[config.mk]
export PLATFORM = sky130hd
export DESIGN_NAME = ccl_loop_issuer_flat
export DESIGN_NICKNAME = d
export VERILOG_FILES = /design/src/rtl/ccl_loop_issuer_if.sv /design/src/rtl/ccl_loop_issuer.sv /design/src/flat_wrapper.sv
export SDC_FILE = /design/constraint.sdc
export NUM_CORES = 1
export LEC_CHECK = 0
export BUFFER_PORTS_ARGS = -buffer_cell sky130_fd_sc_hd__buf_2
export CORE_MARGIN = 2
export CORE_UTILIZATION = 30
export CTS_BUF_LIST = sky130_fd_sc_hd__clkbuf_8
export CTS_CLUSTER_SIZE = 30
export DETAILED_ROUTE_END_ITERATION = 16
export GPL_TIMING_DRIVEN = 0
export PLACE_DENSITY = 0.5
export REMOVE_ABC_BUFFERS = 1
export SYNTH_ARGS = -nofsm -noshare
export SYNTH_HDL_FRONTEND = slang
export SYNTH_SLANG_ARGS = --single-unit
[constraint.sdc]
create_clock -name clock -period 12.2 [get_ports clock]
set_input_delay 0.61 -clock clock [delete_from_list [all_inputs] [get_ports clock]]
set_output_delay 0.61 -clock clock [all_outputs]
set_load 0.02 [all_outputs]
[src/rtl/ccl_loop_issuer_if.sv]
`default_nettype none
// ----------------------------------------------------------------------------
// ccl_loop_issuer_if : fetch-side and CCLU-side port bundles   | rev 1.0
// ----------------------------------------------------------------------------

interface ccl_ins_if #(
  parameter int WIDTH = 32
);
  logic             valid;
  logic             ready;
  logic [1:0]       op;
  logic [WIDTH-1:0] address;
  logic [WIDTH-1:0] counter;
  logic [WIDTH-1:0] target;
  logic             flush;
  logic             rsp_valid;
  logic             rsp_taken;
  logic [WIDTH-1:0] rsp_target;
  logic             rsp_error;
  logic             rsp_full;
  logic             rsp_mismatch;

  modport master (
    output valid, op, address, counter, target, flush,
    input  ready, rsp_valid, rsp_taken, rsp_target, rsp_error, rsp_full, rsp_mismatch
  );

  modport slave (
    input  valid, op, address, counter, target, flush,
    output ready, rsp_valid, rsp_taken, rsp_target, rsp_error, rsp_full, rsp_mismatch
  );
endinterface

interface ccl_cclu_if #(
  parameter int WIDTH = 32
);
  logic [1:0]       command;
  logic [WIDTH-1:0] address;
  logic [WIDTH-1:0] counter;
  logic [WIDTH-1:0] target;
  logic             reset;
  logic [WIDTH-1:0] out_target;
  logic             valid;
  logic             full;
  logic             error;

  modport master (
    output command, address, counter, target, reset,
    input  out_target, valid, full, error
  );

  modport slave (
    input  command, address, counter, target, reset,
    output out_target, valid, full, error
  );
endinterface

`default_nettype wire

[src/rtl/ccl_loop_issuer.sv]
`default_nettype none
// ----------------------------------------------------------------------------
// ccl_loop_issuer : CCLU loop-stack initiator with shadow full/error predictor
// rev 1.0
// ----------------------------------------------------------------------------

module ccl_loop_issuer #(
  parameter int DEPTH    = 16,
  parameter int WIDTH    = 32,
  parameter int RESP_LAT = 1
) (
  input  logic                   clock,
  input  logic                   reset,
  ccl_ins_if.slave               ins,
  ccl_cclu_if.master             cclu,
  output logic [$clog2(DEPTH):0] depth
);

  localparam int SLOTS = DEPTH - 1;
  localparam int DW    = $clog2(DEPTH) + 1;
  localparam int IW    = (SLOTS > 1) ? $clog2(SLOTS) : 1;
  localparam int LATW  = (RESP_LAT > 1) ? $clog2(RESP_LAT) : 1;

  localparam logic [1:0] OP_NOP   = 2'b00;
  localparam logic [1:0] OP_LOOP  = 2'b01;
  localparam logic [1:0] OP_BREAK = 2'b10;

  typedef enum logic [2:0] {
    S_CLEAR = 3'd0,
    S_IDLE  = 3'd1,
    S_ISSUE = 3'd2,
    S_WAIT  = 3'd3,
    S_RESP  = 3'd4
  } state_t;

  typedef enum logic [1:0] {
    ACT_NONE = 2'd0,
    ACT_PUSH = 2'd1,
    ACT_POP  = 2'd2,
    ACT_DEC  = 2'd3
  } act_t;

  state_t            state_q, state_d;
  logic              ready_q, ready_d;
  logic [1:0]        cmd_q, cmd_d;
  logic              creset_q, creset_d;
  logic              flush_q, flush_d;
  logic [1:0]        cap_op_q, cap_op_d;
  logic [WIDTH-1:0]  cap_addr_q, cap_addr_d;
  logic [WIDTH-1:0]  cap_cnt_q, cap_cnt_d;
  logic [WIDTH-1:0]  cap_tgt_q, cap_tgt_d;
  act_t              act_q, act_d;
  logic [2:0]        exp_q, exp_d;
  logic [LATW-1:0]   wait_q, wait_d;
  logic [DW-1:0]     depth_q, depth_d;
  logic              rsp_valid_q, rsp_valid_d;
  logic              rsp_taken_q, rsp_taken_d;
  logic [WIDTH-1:0]  rsp_target_q, rsp_target_d;
  logic              rsp_error_q, rsp_error_d;
  logic              rsp_full_q, rsp_full_d;
  logic              rsp_mismatch_q, rsp_mismatch_d;
  logic [WIDTH-1:0]  addr_q [SLOTS];
  logic [WIDTH-1:0]  addr_d [SLOTS];
  logic [WIDTH-1:0]  cnt_q  [SLOTS];
  logic [WIDTH-1:0]  cnt_d  [SLOTS];

  logic [IW-1:0]     top_idx;
  logic [IW-1:0]     push_idx;
  logic              top_hit;
  act_t              p_act;
  logic [2:0]        p_exp;
  logic              p_full;

  // Prediction is taken on the offered instruction; the shadow stack cannot
  // change between accept and ISSUE, so the result is stored and replayed.
  always_comb begin
    top_idx  = IW'(depth_q - DW'(1));
    push_idx = IW'(depth_q);
    top_hit  = (depth_q != '0) && (ins.address == addr_q[top_idx]);
    p_act    = ACT_NONE;
    p_exp    = 3'b000;
    p_full   = 1'b0;
    case (ins.op)
      OP_LOOP: begin
        if (top_hit) begin
          p_exp = 3'b100;
          p_act = (cnt_q[top_idx] == WIDTH'(1)) ? ACT_POP : ACT_DEC;
        end else if (ins.counter == '0) begin
          p_exp = 3'b010;
        end else if (ins.counter == WIDTH'(1)) begin
          p_exp = 3'b100;
        end else if (depth_q == DW'(SLOTS)) begin
          p_full = 1'b1;
        end else begin
          p_exp = 3'b100;
          p_act = ACT_PUSH;
        end
      end
      OP_BREAK: begin
        if (depth_q == '0) begin
          p_exp = 3'b010;
        end else begin
          p_exp = 3'b000;
          p_act = ACT_POP;
        end
      end
      default: ;
    endcase
  end

  always_comb begin
    state_d        = state_q;
    cap_op_d       = cap_op_q;
    cap_addr_d     = cap_addr_q;
    cap_cnt_d      = cap_cnt_q;
    cap_tgt_d      = cap_tgt_q;
    act_d          = act_q;
    exp_d          = exp_q;
    wait_d         = wait_q;
    depth_d        = depth_q;
    addr_d         = addr_q;
    cnt_d          = cnt_q;
    rsp_valid_d    = 1'b0;
    rsp_taken_d    = 1'b0;
    rsp_target_d   = '0;
    rsp_error_d    = 1'b0;
    rsp_full_d     = 1'b0;
    rsp_mismatch_d = 1'b0;

    case (state_q)
      // After reset cclu_reset is still low, so CLEAR holds one extra cycle
      // to give the CCLU a full reset cycle before the first accept.
      S_CLEAR: begin
        if (creset_q) state_d = S_IDLE;
      end
      S_IDLE: begin
        if (flush_q) begin
          state_d = S_CLEAR;
        end else if (ins.valid && ready_q) begin
          if (ins.op == 2'b11) begin
            state_d     = S_RESP;
            rsp_valid_d = 1'b1;
            rsp_error_d = 1'b1;
          end else if (ins.op != OP_NOP) begin
            if (p_full) begin
              state_d     = S_RESP;
              rsp_valid_d = 1'b1;
              rsp_full_d  = 1'b1;
            end else begin
              state_d    = S_ISSUE;
              cap_op_d   = ins.op;
              cap_addr_d = ins.address;
              cap_cnt_d  = ins.counter;
              cap_tgt_d  = ins.target;
              act_d      = p_act;
              exp_d      = p_exp;
            end
          end
        end
      end
      S_ISSUE: begin
        state_d = S_WAIT;
        wait_d  = LATW'(RESP_LAT - 1);
        case (act_q)
          ACT_PUSH: begin
            addr_d[push_idx] = cap_addr_q;
            cnt_d[push_idx]  = cap_cnt_q - WIDTH'(1);
            depth_d          = depth_q + DW'(1);
          end
          ACT_POP: depth_d = depth_q - DW'(1);
          ACT_DEC: cnt_d[top_idx] = cnt_q[top_idx] - WIDTH'(1);
          default: ;
        endcase
      end
      S_WAIT: begin
        if (wait_q == '0) begin
          state_d        = S_RESP;
          rsp_valid_d    = 1'b1;
          rsp_taken_d    = cclu.valid;
          rsp_target_d   = cclu.out_target;
          rsp_error_d    = cclu.error;
          rsp_full_d     = cclu.full;
          rsp_mismatch_d = ({cclu.valid, cclu.error, cclu.full} != exp_q);
        end else begin
          wait_d = wait_q - LATW'(1);
        end
      end
      S_RESP: begin
        state_d = flush_q ? S_CLEAR : S_IDLE;
      end
      default: state_d = S_CLEAR;
    endcase

    // Registered outputs are decoded from the state being entered.
    flush_d  = (state_d == S_CLEAR) ? 1'b0 : (flush_q | ins.flush);
    creset_d = (state_d == S_CLEAR);
    ready_d  = (state_d == S_IDLE) && !flush_d;
    cmd_d    = (state_d == S_ISSUE) ? cap_op_d : OP_NOP;
    if (state_d == S_CLEAR) depth_d = '0;
  end

  always_ff @(posedge clock or negedge reset) begin
    if (!reset) begin
      state_q        <= S_CLEAR;
      ready_q        <= 1'b0;
      cmd_q          <= OP_NOP;
      creset_q       <= 1'b0;
      flush_q        <= 1'b0;
      cap_op_q       <= OP_NOP;
      cap_addr_q     <= '0;
      cap_cnt_q      <= '0;
      cap_tgt_q      <= '0;
      act_q          <= ACT_NONE;
      exp_q          <= 3'b000;
      wait_q         <= '0;
      depth_q        <= '0;
      rsp_valid_q    <= 1'b0;
      rsp_taken_q    <= 1'b0;
      rsp_target_q   <= '0;
      rsp_error_q    <= 1'b0;
      rsp_full_q     <= 1'b0;
      rsp_mismatch_q <= 1'b0;
    end else begin
      state_q        <= state_d;
      ready_q        <= ready_d;
      cmd_q          <= cmd_d;
      creset_q       <= creset_d;
      flush_q        <= flush_d;
      cap_op_q       <= cap_op_d;
      cap_addr_q     <= cap_addr_d;
      cap_cnt_q      <= cap_cnt_d;
      cap_tgt_q      <= cap_tgt_d;
      act_q          <= act_d;
      exp_q          <= exp_d;
      wait_q         <= wait_d;
      depth_q        <= depth_d;
      rsp_valid_q    <= rsp_valid_d;
      rsp_taken_q    <= rsp_taken_d;
      rsp_target_q   <= rsp_target_d;
      rsp_error_q    <= rsp_error_d;
      rsp_full_q     <= rsp_full_d;
      rsp_mismatch_q <= rsp_mismatch_d;
    end
  end

  // Stack payload is only meaningful below depth_q, so it carries no reset.
  always_ff @(posedge clock) begin
    addr_q <= addr_d;
    cnt_q  <= cnt_d;
  end

  assign ins.ready        = ready_q;
  assign ins.rsp_valid    = rsp_valid_q;
  assign ins.rsp_taken    = rsp_taken_q;
  assign ins.rsp_target   = rsp_target_q;
  assign ins.rsp_error    = rsp_error_q;
  assign ins.rsp_full     = rsp_full_q;
  assign ins.rsp_mismatch = rsp_mismatch_q;
  assign cclu.command     = cmd_q;
  assign cclu.address     = cap_addr_q;
  assign cclu.counter     = cap_cnt_q;
  assign cclu.target      = cap_tgt_q;
  assign cclu.reset       = creset_q;
  assign depth            = depth_q;

endmodule

`default_nettype wire

[src/flat_wrapper.sv]
// flat-port wrapper written by rule: the top's interface ports become plain ports
module ccl_loop_issuer_flat 
#(
  parameter int DEPTH    = 16,
  parameter int WIDTH    = 32,
  parameter int RESP_LAT = 1
)
  (clock, reset, depth, ins_valid, ins_op, ins_address, ins_counter, ins_target, ins_flush, ins_ready, ins_rsp_valid, ins_rsp_taken, ins_rsp_target, ins_rsp_error, ins_rsp_full, ins_rsp_mismatch, cclu_command, cclu_address, cclu_counter, cclu_target, cclu_reset, cclu_out_target, cclu_valid, cclu_full, cclu_error);
  ccl_ins_if #(.WIDTH(WIDTH)) ins_i ();
  ccl_cclu_if #(.WIDTH(WIDTH)) cclu_i ();
  input  logic clock;
  input  logic reset;
  output logic [$clog2(DEPTH):0] depth;
  input wire logic [$bits(ins_i.valid)-1:0] ins_valid;
  input wire logic [$bits(ins_i.op)-1:0] ins_op;
  input wire logic [$bits(ins_i.address)-1:0] ins_address;
  input wire logic [$bits(ins_i.counter)-1:0] ins_counter;
  input wire logic [$bits(ins_i.target)-1:0] ins_target;
  input wire logic [$bits(ins_i.flush)-1:0] ins_flush;
  output wire logic [$bits(ins_i.ready)-1:0] ins_ready;
  output wire logic [$bits(ins_i.rsp_valid)-1:0] ins_rsp_valid;
  output wire logic [$bits(ins_i.rsp_taken)-1:0] ins_rsp_taken;
  output wire logic [$bits(ins_i.rsp_target)-1:0] ins_rsp_target;
  output wire logic [$bits(ins_i.rsp_error)-1:0] ins_rsp_error;
  output wire logic [$bits(ins_i.rsp_full)-1:0] ins_rsp_full;
  output wire logic [$bits(ins_i.rsp_mismatch)-1:0] ins_rsp_mismatch;
  output wire logic [$bits(cclu_i.command)-1:0] cclu_command;
  output wire logic [$bits(cclu_i.address)-1:0] cclu_address;
  output wire logic [$bits(cclu_i.counter)-1:0] cclu_counter;
  output wire logic [$bits(cclu_i.target)-1:0] cclu_target;
  output wire logic [$bits(cclu_i.reset)-1:0] cclu_reset;
  input wire logic [$bits(cclu_i.out_target)-1:0] cclu_out_target;
  input wire logic [$bits(cclu_i.valid)-1:0] cclu_valid;
  input wire logic [$bits(cclu_i.full)-1:0] cclu_full;
  input wire logic [$bits(cclu_i.error)-1:0] cclu_error;
  assign ins_i.valid = ins_valid;
  assign ins_i.op = ins_op;
  assign ins_i.address = ins_address;
  assign ins_i.counter = ins_counter;
  assign ins_i.target = ins_target;
  assign ins_i.flush = ins_flush;
  assign ins_ready = ins_i.ready;
  assign ins_rsp_valid = ins_i.rsp_valid;
  assign ins_rsp_taken = ins_i.rsp_taken;
  assign ins_rsp_target = ins_i.rsp_target;
  assign ins_rsp_error = ins_i.rsp_error;
  assign ins_rsp_full = ins_i.rsp_full;
  assign ins_rsp_mismatch = ins_i.rsp_mismatch;
  assign cclu_command = cclu_i.command;
  assign cclu_address = cclu_i.address;
  assign cclu_counter = cclu_i.counter;
  assign cclu_target = cclu_i.target;
  assign cclu_reset = cclu_i.reset;
  assign cclu_i.out_target = cclu_out_target;
  assign cclu_i.valid = cclu_valid;
  assign cclu_i.full = cclu_full;
  assign cclu_i.error = cclu_error;
  ccl_loop_issuer #(.DEPTH(DEPTH), .WIDTH(WIDTH), .RESP_LAT(RESP_LAT)) u_core (.clock(clock), .reset(reset), .ins(ins_i), .cclu(cclu_i), .depth(depth));
endmodule
### Word level (Yosys, flattened, before mapping)

Index checks and enable logic that the tools add are counted.

* $add $sub $neg: 5
* multipliers: 0
* divide/modulo/power cells: 0
* magnitude comparators: 4
* eq/ne operators: 17
* shifts and indexed selects: 0
* mux-type cells: 77
* bitwise operators: 6
* reduce and logical (&&, ||, !) cells: 20

Operators with widths (number)
* $bwmux 480: 3
* $pmux 480 s2: 1
* $bmux 32 s4: 2
* $demux 32 s4: 2
* $mux 32: 8
* $eq 32x1->1 const B: 2
* $sub 32x1->32 const B: 2
* $mux 3: 11
* $eq 32x32->1: 1
* $logic_not 32->1: 1
* $mux 1: 28
* $mux 2: 12
* $pmux 3 s5: 1
* $ge 5x5->1 const B: 2
* $lt 5x1->1 const B: 2
* $mux 5: 2
* $not 4->5: 2
* $pmux 5 s2: 1
* $eq 3x2->1 const B: 3
* $eq 2x2->1 const B: 4
* $pmux 1 s2: 4
* $reduce_bool 2->1: 4
* $eq 3x1->1 const B: 2
* $logic_not 3->1: 2
* other kinds (18): 27

* register bits: 1114
* bits in latches: 0
* bits in writable memories: 0
* bits in read-only memories: 0
* input port bits: 137
* output and inout port bits: 142
* logic and storage cells: 178
* memories: 0

### Depth between registers and ports, before layout

Gate-level depths: netlist (run 1).

* depth after elaboration: 19
* mapped depth: 25
* mapped depth without buffers: 12

### Least setup slack after synthesis (run 1)

Ideal clock, no wire load.

* path kind: register to register
* from: register u_core.depth[0] (netlist name)
* to: register u_core.cnt_q[128] (netlist bit) (enable)
* library setup time: 432 ps
* arrival time: 5672 ps
* data required time: 11768 ps
* slack: 6096 ps
* cell stages (with the launch flop): 17
* path buffers: 11
* clock period less this slack: 6104 ps
* cell sequence: dfrtp_1 buf_6 buf_6 buf_6 inv_2 buf_2 buf_2 clkbuf_1 ha_1 clkbuf_1 xnor2_1 buf_2 clkbuf_1 clkbuf_1 nand4_1 clkbuf_1 a21oi_1

RTL lines
* to (signal assigned): line ccl_loop_issuer.sv:249 `cnt_q <= cnt_d;`
* to (decl): line ccl_loop_issuer.sv:64 `logic [WIDTH-1:0] cnt_q [SLOTS];`

### Worst setup path after layout (run 1)

* from: register u_core.depth_q[0] (netlist: u_core.depth[0])
* to: register u_core.cap_cnt_q[2] (netlist: u_core.cclu.counter[2])

* cells in the longest elaborated chain, start to end: 11
* elaborated cells between the ends (all ways): 16
* those cells by class: 1 x add/sub; 2 x eq/ne; 8 x mux; 2 x bitwise; 3 x reduce/logical

RTL lines
* from (decl): line ccl_loop_issuer.sv:55 `logic [DW-1:0] depth_q, depth_d;`
* from (signal assigned): line ccl_loop_issuer.sv:236 `depth_q <= depth_d;`
* $sub 5x1->5
* $not 4->5 (implied by the code): line ccl_loop_issuer.sv:79 `top_hit = (depth_q != '0) && (ins.address == addr_q[top_idx]);`
* $bmux 32 s4: line ccl_loop_issuer.sv:79
* $mux 32 (implied by the code) (2 in a row): line ccl_loop_issuer.sv:79
* $eq 32x32->1: line ccl_loop_issuer.sv:79
* $logic_and 1x1->1: line ccl_loop_issuer.sv:79
* $mux 1 *: line ccl_loop_issuer.sv:85 `if (top_hit) begin`
* $mux 1 *: line ccl_loop_issuer.sv:83 `case (ins.op)`
* $not 1->1 (no line) *
* $reduce_and 6->1 (no line) *
* to (signal assigned): line ccl_loop_issuer.sv:231 `cap_cnt_q <= cap_cnt_d;`
* to (decl): line ccl_loop_issuer.sv:50 `logic [WIDTH-1:0] cap_cnt_q, cap_cnt_d;`

Every way passes the cells marked *; elsewhere a longest branch is shown, timed or not. The select of a mux whose other input is x is not followed.
A chain may end at the register's enable or synchronous reset.

==> results of run 1 <==
## critical path, stage by stage, from the launching register on
cell and delay, ns:
dfrtp_4 0.88, buf_16 0.34, buf_16 0.30, inv_4 0.18
ha_4 0.66, buf_12 0.31, buf_16 0.28, buf_16 0.28
mux2i_1 0.12, mux4_2 0.49, a222oi_1 0.30, xor2_1 0.19
or3b_1 0.42, nor4_1 0.72, nand4_1 0.41, o31a_2 0.58
buf_12 0.25, buf_12 0.18, buf_12 0.18, mux2_4 0.33
## state kept, by name, indices dropped and copies added, names as in the netlist, 2 cells and up
name / flops
u_core.addr_q: 480
u_core.cnt_q: 480
u_core.cclu.address: 32
u_core.cclu.counter: 32
u_core.cclu.target: 32
u_core.ins.rsp_target: 32
u_core.depth: 5
u_core.state_q: 3
u_core.act_q: 2
u_core.cclu.command: 2
u_core.exp_q: 2
## synth_stat cells, types with 6 or more instances
| cell type | count | share of area |
|---|---|---|
| nand2b_1 | 11 | 0.0014 |
| or3_1 | 9 | 0.0012 |
| nor2_1 | 67 | 0.0052 |
| mux2_4 | 42 | 0.013 |
| o2bb2ai_1 | 28 | 0.0051 |
| dfrtp_1 | 150 | 0.078 |
| buf_2 | 43 | 0.0044 |
| a21oi_1 | 31 | 0.0032 |
| mux2_1 | 24 | 0.0056 |
| or4_1 | 12 | 0.0019 |
| nor3_1 | 32 | 0.0033 |
| and2_1 | 6 | 0.00078 |
| nand2_1 | 69 | 0.0054 |
| nand3_1 | 25 | 0.0026 |
| mux2i_1 | 70 | 0.014 |
| inv_1 | 31 | 0.0024 |
| nand3b_1 | 6 | 0.00093 |
| a31oi_1 | 6 | 0.00078 |
| mux4_2 | 224 | 0.10 |
| a211oi_1 | 7 | 0.0011 |
| mux2_2 | 45 | 0.010 |
| ha_1 | 17 | 0.0044 |
| o31ai_1 | 10 | 0.0016 |
| clkbuf_1 | 191 | 0.015 |
| buf_6 | 30 | 0.0070 |
| edfxtp_1 | 960 | 0.60 |
| a222oi_1 | 17 | 0.0035 |
| nor2b_1 | 11 | 0.0014 |
| o21ai_0 | 19 | 0.0020 |
| nor4_1 | 19 | 0.0025 |
| nand4_1 | 12 | 0.0016 |
| buf_4 | 7 | 0.0011 |
| a221oi_1 | 9 | 0.0016 |
| o22ai_1 | 485 | 0.063 |
| buf_1 | 8 | 0.00062 |
| xor2_1 | 34 | 0.0062 |
| and3_1 | 44 | 0.0057 |
| xnor2_1 | 51 | 0.0092 |
## cell families after synthesis
family,count (synthesis)
fa+ha+maj,17
simple gates,343
xor+xnor,85
compound gates,657
mux,405
flops,1110
buf+inv,315
## final cells by class
class,count,area share
clock buffer,197,0.04570
timing repair buffer,545,0.09340
multi-input combinational,1507,0.2512
sequential,1110,0.5492
clock inverter,136,0.01257
tap,2160,0.04555
inverter,34,0.002193
antenna,4,0.0001687
## power groups by stage
| stage | Combinational (mW) | Sequential (mW) | Clock, mW |
|---|---|---|---|
| floorplan | 1.49 | 5.06 | 0 |
| global placement | 2.62 | 5.00 | 0 |
| detailed placement | 2.65 | 5.01 | 0 |
| CTS | 2.69 | 4.93 | 3.24 |
| global route | 2.94 | 4.99 | 3.40 |
| finish | 2.75 | 4.93 | 3.17 |
## worst paths after layout
| check | cells past startpoint | from | slack, ns | endpoint |
|---|---|---|---|---|
| setup / recovery | 19 | u_core.depth[0] | 4.42 | u_core.cclu.counter[2] |
| hold / removal | 2 | cclu_valid | 0.11 | u_core.ins.rsp_taken |
| setup reg to reg | 19 | u_core.depth[0] | 4.42 | u_core.cclu.counter[2] |
| hold reg to reg | 1 | u_core.cclu.target[7] | 0.48 | u_core.cclu.target[7] |
| max in group asynchronous | 3 | reset | 10.98 | u_core.cclu.counter[3] |
| min in group asynchronous | 2 | reset | 0.23 | u_core.cclu.target[7] |
## what timing repair did
action | CTS | global route
setup buffers | 0 | 0
hold endpoints to repair | 205 | 0
hold buffers | 132 | 0
## per-layer routing
layer | up-vias | wire length (um)
met5 | - | 37
met4 | 6 | 5327
met3 | 374 | 15850
met2 | 1835 | 74580
met1 | 16510 | 68830
li1 | 13020 | -
## stage by stage
step	instance area, um^2	std cells	hold slack [ns]	setup slack, ns
floorplan	47010	2651	0.3144	-11.85
global placement	51110	5089	0.4702	-33.23
detailed placement	54410	5222	0.4797	4.327
CTS	59190	5687	0.02841	4.281
global route	59330	5693	0.06130	3.979
finish	59330	5693	0.1146	4.417
==> flow_metrics.env, run 1 <==
export IMPL_htreeDepth=4
export IMPL_tightestPinTransition_ns=1.404
export IMPL_p_sw_mw=3.948
export IMPL_grt_max_degree=78
export IMPL_met2_usage=0.2969
export IMPL_cts_sinks=1110
export IMPL_cts_root_buf="clkbuf_8"
export IMPL_synth_top_family_by_area="multiplexers"
export IMPL_fin_tns_setup_ns=0
export IMPL_pwr_share_seq=0.454
export IMPL_rows=147
export IMPL_multi_input_area_mm2=0.01491
export IMPL_netlist_area_mm2=0.04840
export IMPL_p_total_mw=10.86
export IMPL_fmax_mhz=128.5
export IMPL_ctsResizeCount=0
export IMPL_grt_ovfl_total=0
export IMPL_leakage_nw=19.73
export IMPL_vias=31750
export IMPL_layout_commonest_cell="edfxtp_1"
export IMPL_ant_nets=0
export IMPL_synth_xor_area_frac=0.01538
export IMPL_yosys_area_share_adder=0.004395
export IMPL_p_comb_frac=0.254
export IMPL_routed_wirelength_um=164600
export IMPL_drive_gt1_frac=0.2978
export IMPL_port_buffers=278
export IMPL_power_density_mw_per_mm2=183.0
export IMPL_nets=3538
export IMPL_grt_pass1_vias=31660
export IMPL_synth_seq_cells=1110
export IMPL_die_h_um=405.7
export IMPL_ios=279
export IMPL_synthMuxAreaShare=0.1478
export IMPL_clock_latency_ns=0.95
export IMPL_grt_pass1_wl_um=231300
export IMPL_min_period_ns=7.783
export IMPL_ir_drop_mv=0.1411
export IMPL_clk_pin_slew_worst_paths_ns=0.06
export IMPL_start_kind="flop"
export IMPL_grtUsageTotal=0.1963
export IMPL_hold_violations=0
export IMPL_dpl_hpwl_um=101000
export IMPL_grt_setup_unrepaired="no"
export IMPL_hp_class="primary input to flop"
export IMPL_via_per_inst=5.576
export IMPL_antenna_found_initial=7
export IMPL_synth_ff_type="edfxtp_1"
export IMPL_max_cap_viol_count=0
export IMPL_p_sw_frac=0.3636
export IMPL_die_x_um=405.7
export IMPL_relSlewSlack=0.05749
export IMPL_cts_made_buffers=186
export IMPL_cts_tree="built"
export IMPL_place_gp_congestion=0.7367
export IMPL_clockBufferDepth=3
export IMPL_outcome="finished clean"
export IMPL_layout_common_cells="960 x edfxtp_1, 485 x o22ai_1, 277 x buf_2"
export IMPL_synth_distinct_cells=77
export IMPL_netlist_instances=2932
export IMPL_worstPathRequired_ns=12.99
export IMPL_yosysSeqAreaShare=0.6732
export IMPL_coreArea_mm2=0.1604
export IMPL_regArea_mm2=0.03259
export IMPL_skew_ns=0.06073
export IMPL_synthToLayoutAreaGrowth_pct=22.60
export IMPL_grt_use_met1=0.2747
export IMPL_synth_compound_area_frac=0.08987
export IMPL_synth_edff_count=960
export IMPL_cp_arrival_ns=8.57
export IMPL_synth_warnings=0
export IMPL_finalMaxSlewViolations=0
export IMPL_use_met3=0.04817
export IMPL_synth_simple_gate_area_frac=0.03813
export IMPL_route_detailed_wl_per_inst_um=28.92
export IMPL_end_kind="flop"
export IMPL_drc=0
export IMPL_final_setup_viol_count=0
export IMPL_grt_busiest_layer="met2"
export IMPL_drtPass1Iterations=6
export IMPL_async_reset_ff_frac=0.1351
export IMPL_syn_avg_cell_area_um2=16.51
export IMPL_fill_cells=15180
export IMPL_internal_power_mw=6.909
export IMPL_drtIter0Drc=3979
export IMPL_crit_fanout=46
export IMPL_initial_core_util=0.3018
export IMPL_path_class="flop to flop"
export IMPL_fin_util=0.3699
export IMPL_die_area_mm2=0.1646
export IMPL_clockPowerShare=0.292
export IMPL_post_route_period_util=0.6379
Power figures use the tool's default switching activity.
==> inputs of run 2 (changes only) <==
Clock period 12.2 ns to 8 ns, I/O delays scaled along.
==> run 2 against run 1 <==
Effect of this change: first-iteration DRC count grew 3.4%; flip-flop and latch count is the same; cell count grew 0.19%; clock skew shrank 0.0071 ns; critical path depth is the same; total power grew 53%; sequential share of layout area shrank 0.12 points; routed wire length grew 0.25%; worst setup slack lost 3.8 ns; register-to-register slack lost 3.8 ns; utilization grew 0.079 points; maximum frequency grew 5.1%; largest power group unchanged; highest routed layer unchanged.
==> flow_metrics.env, run 2 (synthesized netlist as in run 1, its figures left out) <==
export IMPL_end_kind="flop"
export IMPL_slowest_delay_ns=0.76
export IMPL_crit_fanout=46
export IMPL_coreArea_mm2=0.1604
export IMPL_htreeDepth=4
export IMPL_fin_util=0.3707
export IMPL_hold_violations=0
export IMPL_post_route_period_util=0.9255
export IMPL_synthToLayoutAreaGrowth_pct=22.86
export IMPL_grt_pass1_vias=31710
export IMPL_outcome="finished clean"
export IMPL_dpl_hpwl_um=101000
export IMPL_ios=279
export IMPL_fill_cells=15180
export IMPL_grtUsageTotal=0.1965
export IMPL_ant_nets=0
export IMPL_max_cap_viol_count=0
export IMPL_grt_setup_unrepaired="no"
export IMPL_via_per_inst=5.571
export IMPL_die_area_mm2=0.1646
export IMPL_drive_gt1_frac=0.2975
export IMPL_grt_ovfl_total=0
export IMPL_die_x_um=405.7
export IMPL_worstPathRequired_ns=8.80
export IMPL_finalMaxSlewViolations=0
export IMPL_place_gp_congestion=0.7367
export IMPL_p_total_mw=16.58
export IMPL_grt_max_degree=78
export IMPL_critPathSlowestCell="dfrtp_4"
export IMPL_cts_sinks=1110
export IMPL_drtIter0Drc=4114
export IMPL_place_inst=5222
export IMPL_skew_ns=0.05362
export IMPL_min_period_ns=7.404
export IMPL_clockBufferDepth=3
export IMPL_antenna_found_initial=8
export IMPL_leakage_nw=19.79
export IMPL_vias=31780
export IMPL_cts_tree="built"
export IMPL_layout_common_cells="960 x edfxtp_1, 485 x o22ai_1, 277 x buf_2"
export IMPL_rows=147
export IMPL_path_cells="buf_16 -> buf_16 -> inv_4 -> ha_4 -> buf_12 -> buf_16 -> buf_16 -> mux2i_1 -> mux4_2 -> a222oi_1 -> xor2_1 -> or3b_1 -> nor4_2 -> nand4_1 -> o31a_2 -> buf_12 -> buf_12 -> buf_12 -> mux2_1"
export IMPL_top_regs="u_core.addr_q x480, u_core.cnt_q x480"
export IMPL_fin_tns_setup_ns=0
export IMPL_ir_drop_mv=0.2160
export IMPL_layout_commonest_cell="edfxtp_1"
export IMPL_drc=0
export IMPL_start_kind="flop"
export IMPL_initial_core_util=0.3018
export IMPL_drtPass1Iterations=6
export IMPL_cts_root_buf="clkbuf_8"
export IMPL_nets=3549
export IMPL_clock_latency_ns=0.94
export IMPL_tightestPinTransition_ns=1.438
export IMPL_route_detailed_wl_per_inst_um=28.93
export IMPL_clk_pin_slew_worst_paths_ns=0.06
export IMPL_port_buffers=278
export IMPL_hp_class="primary input to flop"
export IMPL_cts_made_buffers=186
export IMPL_fmax_mhz=135.1
export IMPL_die_h_um=405.7
export IMPL_power_density_mw_per_mm2=278.8
export IMPL_final_cells=5704
export IMPL_grt_pass1_wl_um=231500
export IMPL_path_class="flop to flop"
export IMPL_routed_wirelength_um=165000
export IMPL_final_setup_viol_count=0
export IMPL_relSlewSlack=0.03468
export IMPL_cp_arrival_ns=8.20
run 2: changes by cell type in the layout (fill, tap and decap cells not counted), sizes merged:
cell,change
dlygate4sd3,+10
buf,+1
run 2: worst paths after layout:
kind	startpoint	slack (ns)	cells past startpoint	end
hold / removal	ins_target[2]	0.23	3	u_core.cclu.target[2]
hold reg to reg	u_core.cclu.target[7]	0.48	1	u_core.cclu.target[7]
min in group asynchronous	reset	0.56	3	u_core.cclu.target[5]
max in group asynchronous	reset	6.14	4	u_core.cclu.target[1]
setup reg to reg	u_core.depth[0]	0.60	19	u_core.cclu.counter[6]
setup / recovery	u_core.depth[0]	0.60	19	u_core.cclu.counter[6]
run 2: layer usage:
layer  routed length, um  track usage  vias to the layer above
met5                  37            0                        -
met4                5421      0.06770                        6
met3               15560      0.04785                      368
met2               74670       0.2971                     1774
met1               69340       0.2752                    16580
li1                    -            -                    13050
run 2: where the power goes:
group / total [mW] / switching, mW / leakage [nW] / internal (mW)
sequential: 7.52 / 0.608 / 9.94 / 6.91
clock: 4.84 / 2.43 / 2.06 / 2.41
combinational: 4.22 / 3.00 / 7.79 / 1.22
total: 16.6 / 6.04 / 19.8 / 10.5
run 2: layout make-up:
class	count	area, um^2	share of cell area
tap	2160	2703	0.04545
multi-input combinational	1507	14910	0.2508
antenna	4	10.01	0.0001683
inverter	34	130.1	0.002189
sequential	1110	32590	0.5480
timing repair buffer	556	5662	0.09522
clock inverter	136	745.7	0.01254
clock buffer	197	2711	0.04560
run 2: worst max-delay path: cells and delay by family, from the launching register on:
kind | cells | cell delay (ns)
flip-flops | 1 | 0.76
XOR/XNOR | 1 | 0.18
buffers and inverters | 9 | 2.30
AO/OA/AOI/OAI | 2 | 0.86
multiplexers | 3 | 0.96
AND/OR/NAND/NOR | 3 | 1.32
adder cells (fa/ha/maj) | 1 | 0.66
run 2: timing repair:
action,CTS,global route
gates resized for setup,0,1
hold buffers,142,0
endpoints found under the setup margin,0,42
buffers inserted,0,1
hold endpoints to repair,281,0
run 2: through the flow:
step | worst slack (ns) | area [um^2] | hold slack (ns)
2_1_floorplan | -16.05 | 47010 | 0.1044
3_3_place_gp | -37.43 | 51110 | 0.4702
3_5_place_dp | 0.1269 | 54410 | 0.4042
4_1_cts | 0.08122 | 59290 | 0.1349
5_1_grt | 0.1958 | 59460 | 0.2047
6_report | 0.5957 | 59460 | 0.2292
